<file path="src/rtl/wfg_stim_sine_core.sv">
// Sine sample engine: 16-bit phase accumulator -> iterative CORDIC ->
// gain/offset/saturate -> AXI-Stream master.
module wfg_stim_sine_core #(
  parameter int unsigned CORDIC_ITER     = 16,
  parameter int unsigned AXIS_DATA_WIDTH = 32
) (
  input  logic                       clk,
  input  logic                       rst_n,
  input  logic                       ctrl_en_q_i,
  input  logic [15:0]                inc_val_q_i,
  input  logic [15:0]                gain_val_q_i,
  input  logic [17:0]                offset_val_q_i,
  input  logic                       wfg_axis_tready_i,
  output logic                       wfg_axis_tvalid_o,
  output logic [AXIS_DATA_WIDTH-1:0] wfg_axis_tdata_o
);

  typedef enum logic [1:0] {IDLE, CALC, SCALE, VALID} state_t;

  localparam int unsigned CW   = $clog2(CORDIC_ITER + 1);
  localparam int unsigned XW   = 24;  // 18-bit sine range plus 4 fractional guard bits
  localparam int unsigned ZW   = 20;  // angle, full turn = 2^20
  localparam int unsigned FRAC = 4;
  // 65535 / CORDIC gain (1.6467602), scaled by 2^FRAC
  localparam logic signed [XW-1:0] X_INIT    = 24'sd636741;
  localparam logic [CW-1:0]        ITER_LAST = CW'(CORDIC_ITER - 1);

  state_t             state_q, state_d;
  logic [15:0]        phase_q, inc_q, gain_q;
  logic signed [17:0] offset_q, tdata_q;
  logic signed [XW-1:0] x_q, y_q;
  logic signed [ZW-1:0] z_q;
  logic               neg_q;
  logic [CW-1:0]      iter_q;

  logic               load, handshake;
  logic [15:0]        load_phase, fold_angle;
  logic               fold_neg;
  logic signed [XW-1:0] x_sh, y_sh, y_rnd;
  logic signed [ZW-1:0] atan_i;
  logic signed [17:0] mag, sine_raw, sat;
  logic signed [34:0] prod_full, prod, sum;

  // atan(2^-i) with full turn = 2^20
  function automatic logic signed [ZW-1:0] atan_lut(input int i);
    case (i)
      0:       return 20'sd131072;
      1:       return 20'sd77376;
      2:       return 20'sd40883;
      3:       return 20'sd20753;
      4:       return 20'sd10417;
      5:       return 20'sd5213;
      6:       return 20'sd2607;
      7:       return 20'sd1304;
      8:       return 20'sd652;
      9:       return 20'sd326;
      10:      return 20'sd163;
      11:      return 20'sd82;
      12:      return 20'sd41;
      13:      return 20'sd20;
      14:      return 20'sd10;
      15:      return 20'sd5;
      default: return '0;
    endcase
  endfunction

  // State register
  always_ff @(posedge clk) begin
    if (!rst_n) state_q <= IDLE;
    else        state_q <= state_d;
  end

  // Next-state and control strobes
  always_comb begin
    state_d   = state_q;
    load      = 1'b0;
    handshake = 1'b0;
    case (state_q)
      IDLE: begin
        if (ctrl_en_q_i) begin
          load    = 1'b1;
          state_d = CALC;
        end
      end
      CALC:  if (iter_q == ITER_LAST) state_d = SCALE;
      SCALE: state_d = VALID;
      VALID: begin
        if (wfg_axis_tready_i) begin
          handshake = 1'b1;
          if (ctrl_en_q_i) begin
            load    = 1'b1;
            state_d = CALC;
          end else begin
            state_d = IDLE;
          end
        end
      end
      default: state_d = IDLE;
    endcase
  end

  // Phase to load into the CORDIC and its quadrant fold into [-pi/2, pi/2)
  always_comb begin
    load_phase = (state_q == VALID) ? phase_q + inc_q : phase_q;
    fold_neg   = load_phase[15] ^ load_phase[14];
    // Quadrants 1 and 2 are rotated by pi; the sine sign is restored at scale time
    fold_angle = fold_neg ? (load_phase ^ 16'h8000) : load_phase;
  end

  // One CORDIC micro-rotation operand set
  always_comb begin
    x_sh   = x_q >>> iter_q;
    y_sh   = y_q >>> iter_q;
    atan_i = atan_lut(int'(iter_q));
  end

  // Round CORDIC output, apply gain and offset, saturate to 18 bits
  always_comb begin
    y_rnd = (y_q + 24'sd8) >>> FRAC;
    if (y_rnd > 24'sd65535)       mag = 18'sd65535;
    else if (y_rnd < -24'sd65535) mag = -18'sd65535;
    else                          mag = y_rnd[17:0];
    sine_raw  = neg_q ? -mag : mag;
    prod_full = $signed(35'(sine_raw)) * $signed(35'({1'b0, gain_q}));
    prod      = prod_full >>> 14;
    sum       = prod + 35'(offset_q);
    if (sum > 35'sd131071)       sat = 18'sh1FFFF;
    else if (sum < -35'sd131072) sat = 18'sh20000;
    else                         sat = sum[17:0];
  end

  // Datapath: register latching, CORDIC iterations, output sample, phase update
  always_ff @(posedge clk) begin
    if (!rst_n) begin
      phase_q  <= '0;
      inc_q    <= '0;
      gain_q   <= '0;
      offset_q <= '0;
      x_q      <= '0;
      y_q      <= '0;
      z_q      <= '0;
      neg_q    <= 1'b0;
      iter_q   <= '0;
      tdata_q  <= '0;
    end else begin
      if (load) begin
        inc_q    <= inc_val_q_i;
        gain_q   <= gain_val_q_i;
        offset_q <= offset_val_q_i;
        x_q      <= X_INIT;
        y_q      <= '0;
        z_q      <= {fold_angle, {FRAC{1'b0}}};
        neg_q    <= fold_neg;
        iter_q   <= '0;
      end else if (state_q == CALC) begin
        if (!z_q[ZW-1]) begin
          x_q <= x_q - y_sh;
          y_q <= y_q + x_sh;
          z_q <= z_q - atan_i;
        end else begin
          x_q <= x_q + y_sh;
          y_q <= y_q - x_sh;
          z_q <= z_q + atan_i;
        end
        iter_q <= iter_q + CW'(1);
      end
      if (state_q == SCALE) tdata_q <= sat;
      if (handshake)        phase_q <= ctrl_en_q_i ? load_phase : '0;
    end
  end

  assign wfg_axis_tvalid_o = (state_q == VALID);
  assign wfg_axis_tdata_o  = {{(AXIS_DATA_WIDTH-18){tdata_q[17]}}, tdata_q};

endmodule

</file>
<file path="config.mk">
export PLATFORM = sky130hd
export DESIGN_NAME = wfg_stim_sine_core
export DESIGN_NICKNAME = d
export VERILOG_FILES = /design/src/rtl/wfg_stim_sine_core.sv
export SDC_FILE = /design/constraint.sdc
export NUM_CORES = 2
export LEC_CHECK = 0
export CORE_MARGIN = 3
export CORE_UTILIZATION = 45
export DETAILED_ROUTE_END_ITERATION = 6
export GPL_TIMING_DRIVEN = 1
export PLACE_DENSITY = 0.58
export SLEW_MARGIN = 20
export SYNTH_ARGS = -nofsm -noshare
export SYNTH_HDL_FRONTEND = slang
export SYNTH_SLANG_ARGS = --single-unit
</file>
<file path="constraint.sdc">
create_clock -name clk -period 39.9 [get_ports clk]
set_clock_uncertainty 0.05 [all_clocks]
set_input_delay 3.99 -clock clk [delete_from_list [all_inputs] [get_ports clk]]
set_output_delay 3.99 -clock clk [all_outputs]
set_load 0.05 [all_outputs]
</file>
==> Word-level counts from Yosys, hierarchy flattened <==
Memories as Yosys holds them, arrays and structs flattened. A register that Yosys moved wholly into a read port is not among the register bits.
Cells that the tools add are included.
{ "classes": {"add_sub_neg": 11, "multipliers": 1, "magnitude_cmp": 4, "n_eq_ne": 7, "shifts": 2, "n_mux": 28, "bitwise_logic": 3, "reduce_logical": 4} }
{ "ops": {"columns": ["op", "count"], "rows": [
  ["20-bit 2-to-1 mux", 6],
  ["18-bit 2-to-1 mux", 5],
  ["24-bit adder", 2],
  ["16-bit 2-to-1 mux", 3],
  ["24-bit 2-to-1 mux", 2],
  ["24-bit by 5-bit >>> shifter with 24-bit output", 2],
  ["24-bit subtractor", 2],
  ["18-bit by 17-bit multiplier with 35-bit output", 1],
  ["24-bit by 5-bit adder with 24-bit output, second input constant", 1],
  ["21-bit by 18-bit adder with 22-bit output", 1],
  ["22-bit by 18-bit greater-than comparator with 1-bit output, second input constant", 1],
  ["22-bit by 18-bit < comparator with 1-bit output, second input constant", 1],
  ["20-bit adder", 1],
  ["20-bit by 17-bit greater-than comparator with 1-bit output, second input constant", 1],
  ["20-bit by 17-bit < comparator with 1-bit output, second input constant", 1],
  ["20-bit subtractor", 1],
  ["18-bit negator", 1],
  ["16-bit adder", 1],
  ["4-bit 2-to-1 mux", 2],
  ["2-bit one-hot mux with 4 select lines", 1],
  ["2-bit 2-to-1 mux", 3],
  ["2-bit inequality test, second input constant", 3],
  ["5-bit by 1-bit adder with 5-bit output, second input constant", 1],
  ["5-bit by 4-bit == test with 1-bit output, second input constant", 1],
  ["10 further kinds", 16]
]} }
{ "totals": {"regBits": 160, "rom_bits": 288, "output_inout_bits": 33, "elab_cells": 74, "n_memories": 1} }
{ "mem_list": {"columns": ["name", "depth", "word_bits", "rd", "rd_ports_with_merged_regs", "wr", "line", "source"], "rows": [
  ["(name not given)", 16, 18, 1, 1, 0, "46", "case (i)"]
]} }

==> Longest topological paths before layout <==
{ "depth": {"word_depth": 11, "ltp_mapped": 56, "ltp_nobuf": 49} }

==> Worst setup path after synthesis <==
OpenSTA, ideal clock, no wires.
{ "synth_path": {"kind": "register to register", "from": "reg y_q[3]", "to": "reg tdata_q[10]", "setup_time_ns": 0.076, "arrival_ns": 12.461, "required_time_ns": 39.774, "slack_ns": 27.313, "stages_incl_launch_ff": 51, "path_buffers": 8, "period_less_slack_ns": 12.587, "cell_sequence": "dfxtp_1 -> ha_1 -> clkbuf_1 -> nand4_1 -> clkbuf_1 -> nor3_1 -> xor2_1 -> o41a_1 -> nor2_1 -> clkbuf_1 -> or3_1 -> clkbuf_1 -> inv_1 -> ha_1 -> clkbuf_1 -> nand2_1 -> a41oi_1 -> o22ai_1 -> [... 15 more ...] -> or4_1 -> a21o_1 -> a21boi_0 -> o21ai_0 -> a21boi_0 -> nor2_1 -> ha_1 -> a21boi_0 -> a21boi_0 -> a21oi_1 -> a211oi_1 -> nor3_1 -> o31a_1 -> or3_1 -> o32a_1 -> clkbuf_1 -> clkbuf_1 -> o22ai_1"} }
{ "synth_between": {"elab_chain_cells": 11, "word_cells_on_any_way": 13} }
{ "synth_lines": {"columns": ["item", "line", "source"], "rows": [
  ["start, declared", "31", "logic signed [XW-1:0] x_q, y_q;"],
  ["start signal, assigned", "158", "y_q <= y_q + x_sh;"],
  ["start signal, assigned", "162", "y_q <= y_q - x_sh;"],
  ["24-bit by 5-bit adder with 24-bit output (*)", "119", "y_rnd = (y_q + 24'sd8) >>> FRAC;"],
  ["20-bit by 17-bit < comparator with 1-bit output", "121", "else if (y_rnd < -24'sd65535) mag = -18'sd65535;"],
  ["18-bit 2-to-1 mux", "121", null],
  ["18-bit 2-to-1 mux (*)", "120", "if (y_rnd > 24'sd65535) mag = 18'sd65535;"],
  ["18-bit negator", "123", "sine_raw = neg_q ? -mag : mag;"],
  ["18-bit 2-to-1 mux (*)", "123", null],
  ["18-bit by 17-bit multiplier with 35-bit output (*)", "124", "prod_full = $signed(35'(sine_raw)) * $signed(35'({1'b0, gain_q}));"],
  ["21-bit by 18-bit adder with 22-bit output (*)", "126", "sum = prod + 35'(offset_q);"],
  ["22-bit by 18-bit < comparator with 1-bit output", "128", "else if (sum < -35'sd131072) sat = 18'sh20000;"],
  ["18-bit 2-to-1 mux", "128", null],
  ["18-bit 2-to-1 mux (*)", "127", "if (sum > 35'sd131071) sat = 18'sh1FFFF;"],
  ["end signal, assigned", "167", "if (state_q == SCALE) tdata_q <= sat;"],
  ["end, declared", "30", "logic signed [17:0] offset_q, tdata_q;"]
]} }
Mark *: on every way between the ends. The rest lies on a longest branch, timed or not.
A chain may end at the register's enable or synchronous reset.

==> Worst setup path in the final report <==
{ "layout_path": {"from": "reg y_q[4]", "to": "reg tdata_q[6]"} }
Same word-level chain as after synthesis.

==> out/results.ini <==
[run_status]
status=completed

[clocking]
cts_setup_buffers=0
clock_path_buffers=2
cts_hold_buf=0
cts_max_level=4
cts_inserted_buffers=17
clkLatencyLatePin_ns=0.51
cts_resized=0
cts.sinks=178
clk_pin_slew_ns=0.09
cts_tree=done
root_buffer=clkbuf_16

[yosys]
synth_edf_count=0
yosysSeqAreaShare=0.127
synthDistinctLibCells=86
synth_compound_area_frac=0.161
yosys.area.top_type=fa_1
synth_commonest_cells=inv_1 (429), nand2_1 (423), fa_1 (289)
ys_ff_latch=178
synth-simple-area-share=0.187
synthMuxAreaShare=0.0769
synth.yosys.warnings=0
syn_inst=3466
synth_nets=4019
synthesis.area_mm2=0.0281
yosysMostFrequentCell=inv_1
synth_adder_area_share=0.301
synth_top_family_by_area=adder cells
synth.avg_cell_area_um2=8.09
synth_top_flop_cell=dfxtp_1
synthArstFlopShare=0
synth_xor_area_frac=0.0587
synthTopCellsByArea=fa_1 (21%), dfxtp_1 (13%), ha_1 (9.4%)
synth.top_cell.area_share=0.206

[sta]
relSlewSlack=0.292
tns_ns=0
slew_viol_final=0
final_hold_viol_count=0
setup_viol=0
rsz0062_at_grt=false
fmax_ghz=0.0683
finalCriticalPeriod_ns=14.63
tightest_slew_ns=1.06
fin_crit_sh=0.367

[layout]
drive_above_1_share=0.0567
finalNonFillerCells=4249
diodes=0
syn_to_final_growth_pct=7.36
final_net_count=3961
final_core_util=0.494

[critical_path]
critPathMaxFanout=17
path_buf_inv=6
slowest_stage=nor2_1
cp.required_ns=40.26
max_stage_delay_ns=0.75
cp-start-kind=register
cp.arrival_ns=14.99
critPathKind=register to register
regToRegStartpoint=y_q[4]$_SDFFE_PP0P_
critical_path.top_delay_family=compound AO/OA/AOI/OAI gates
cp-end-kind=register
worstSetupStartpoint=y_q[4]$_SDFFE_PP0P_

[floorplan]
start_util=0.460
die_area_mm2=0.0654
die_x_um=256
die-height_um=256
fp-row-count=90
ioPinCount=87
core_area_mm2=0.0610

[route]
postRouteAntennaNets=0
drc_errors=0
first_iter_violations=1636
vias=24200
wl_um=77200
wire_per_inst_um=18.2
viasPerCell=5.70
dr.pass1.iters=5

[placed_design]
place_inst=4217
gp_congestion=0.921
dp_hpwl_um=58200
io_buffers=86

[grt]
grt_max_degree=75
track_usage=0.236
grt_pass1_wl_um=127000
antenna_found_initial=0
grt_overflow_total=0
first_global_vias=24100

[min_path]
hp-start=inc_q[3]$_SDFFE_PN0P_
min_path_type=register to register

[job]
cap_violations=0

## layout make-up
cell class	count	area (um^2)
clock buffer	17	425
clock inverter	15	225
timing repair buffer	124	1150
tap	828	1040
inverter	435	1630
fill	6032	30900
multi-input combinational	2652	22100
sequential	178	3570
## worst min-delay path, delay by kind of cell (launching register included)
family / cells / cell delay (ns)
AOI/OAI and AO/OA: 1 / 0.05
DFF: 1 / 0.32
and+or+nand+nor: 1 / 0.05
## logic make-up (layout without fill, tap and decap cells)
group / count (synthesis) / after routing
flops: 178 / 178
compound gates: 717 / 717
xor+xnor: 188 / 188
simple gates: 1102 / 1102
fa+ha+maj: 501 / 501
buf+inv: 636 / 591
mux: 144 / 144
## metrics by stage
| step | cell area (um^2) | setup slack (ns) | hold WS (ns) |
|---|---|---|---|
| final | 30100 | 25.27 | 0.413 |
| after global routing | 30100 | 24.02 | 0.439 |
| after CTS | 30100 | 25.02 | 0.418 |
| after detailed placement | 29500 | 25.11 | 0.406 |
| after global placement | 29500 | 25.61 | 0.401 |
| after floorplan | 28100 | 27.31 | 0.390 |
## path summary, 6_finish.rpt
path / cells after the start / slack [ns] / to
max reg2reg: 45 / 25.27 / tdata_q[6]$_SDFFE_PN0N_
min: 2 / 0.41 / inc_q[3]$_SDFFE_PN0P_
min reg2reg: 2 / 0.41 / inc_q[3]$_SDFFE_PN0P_
max: 45 / 25.27 / tdata_q[6]$_SDFFE_PN0N_
## per-layer routing
metal | routed length (um) | track usage
met4 | 1340 | 0.0594
met5 | 0 | 0
met1 | 36000 | 0.335
met2 | 35900 | 0.385
met3 | 3900 | 0.0268
## layout by cell type (no fill, tap or decap), types with 44 or more instances in the layout
cell type and count:
mux4_2 51, mux2i_1 66, and2_1 155, ha_1 209, clkdlybuf4s50_1 86, a21oi_1 237, inv_1 428, xor2_1 62
xnor2_1 125, nand2_1 422, nor3_1 52, dfxtp_1 174, o21ai_0 142, fa_1 289, nor2_1 221, a21o_1 44
nand3_1 52
Power is not shown: default switching activity piles up to over one toggle a cycle in this logic, so the estimate is an artifact.
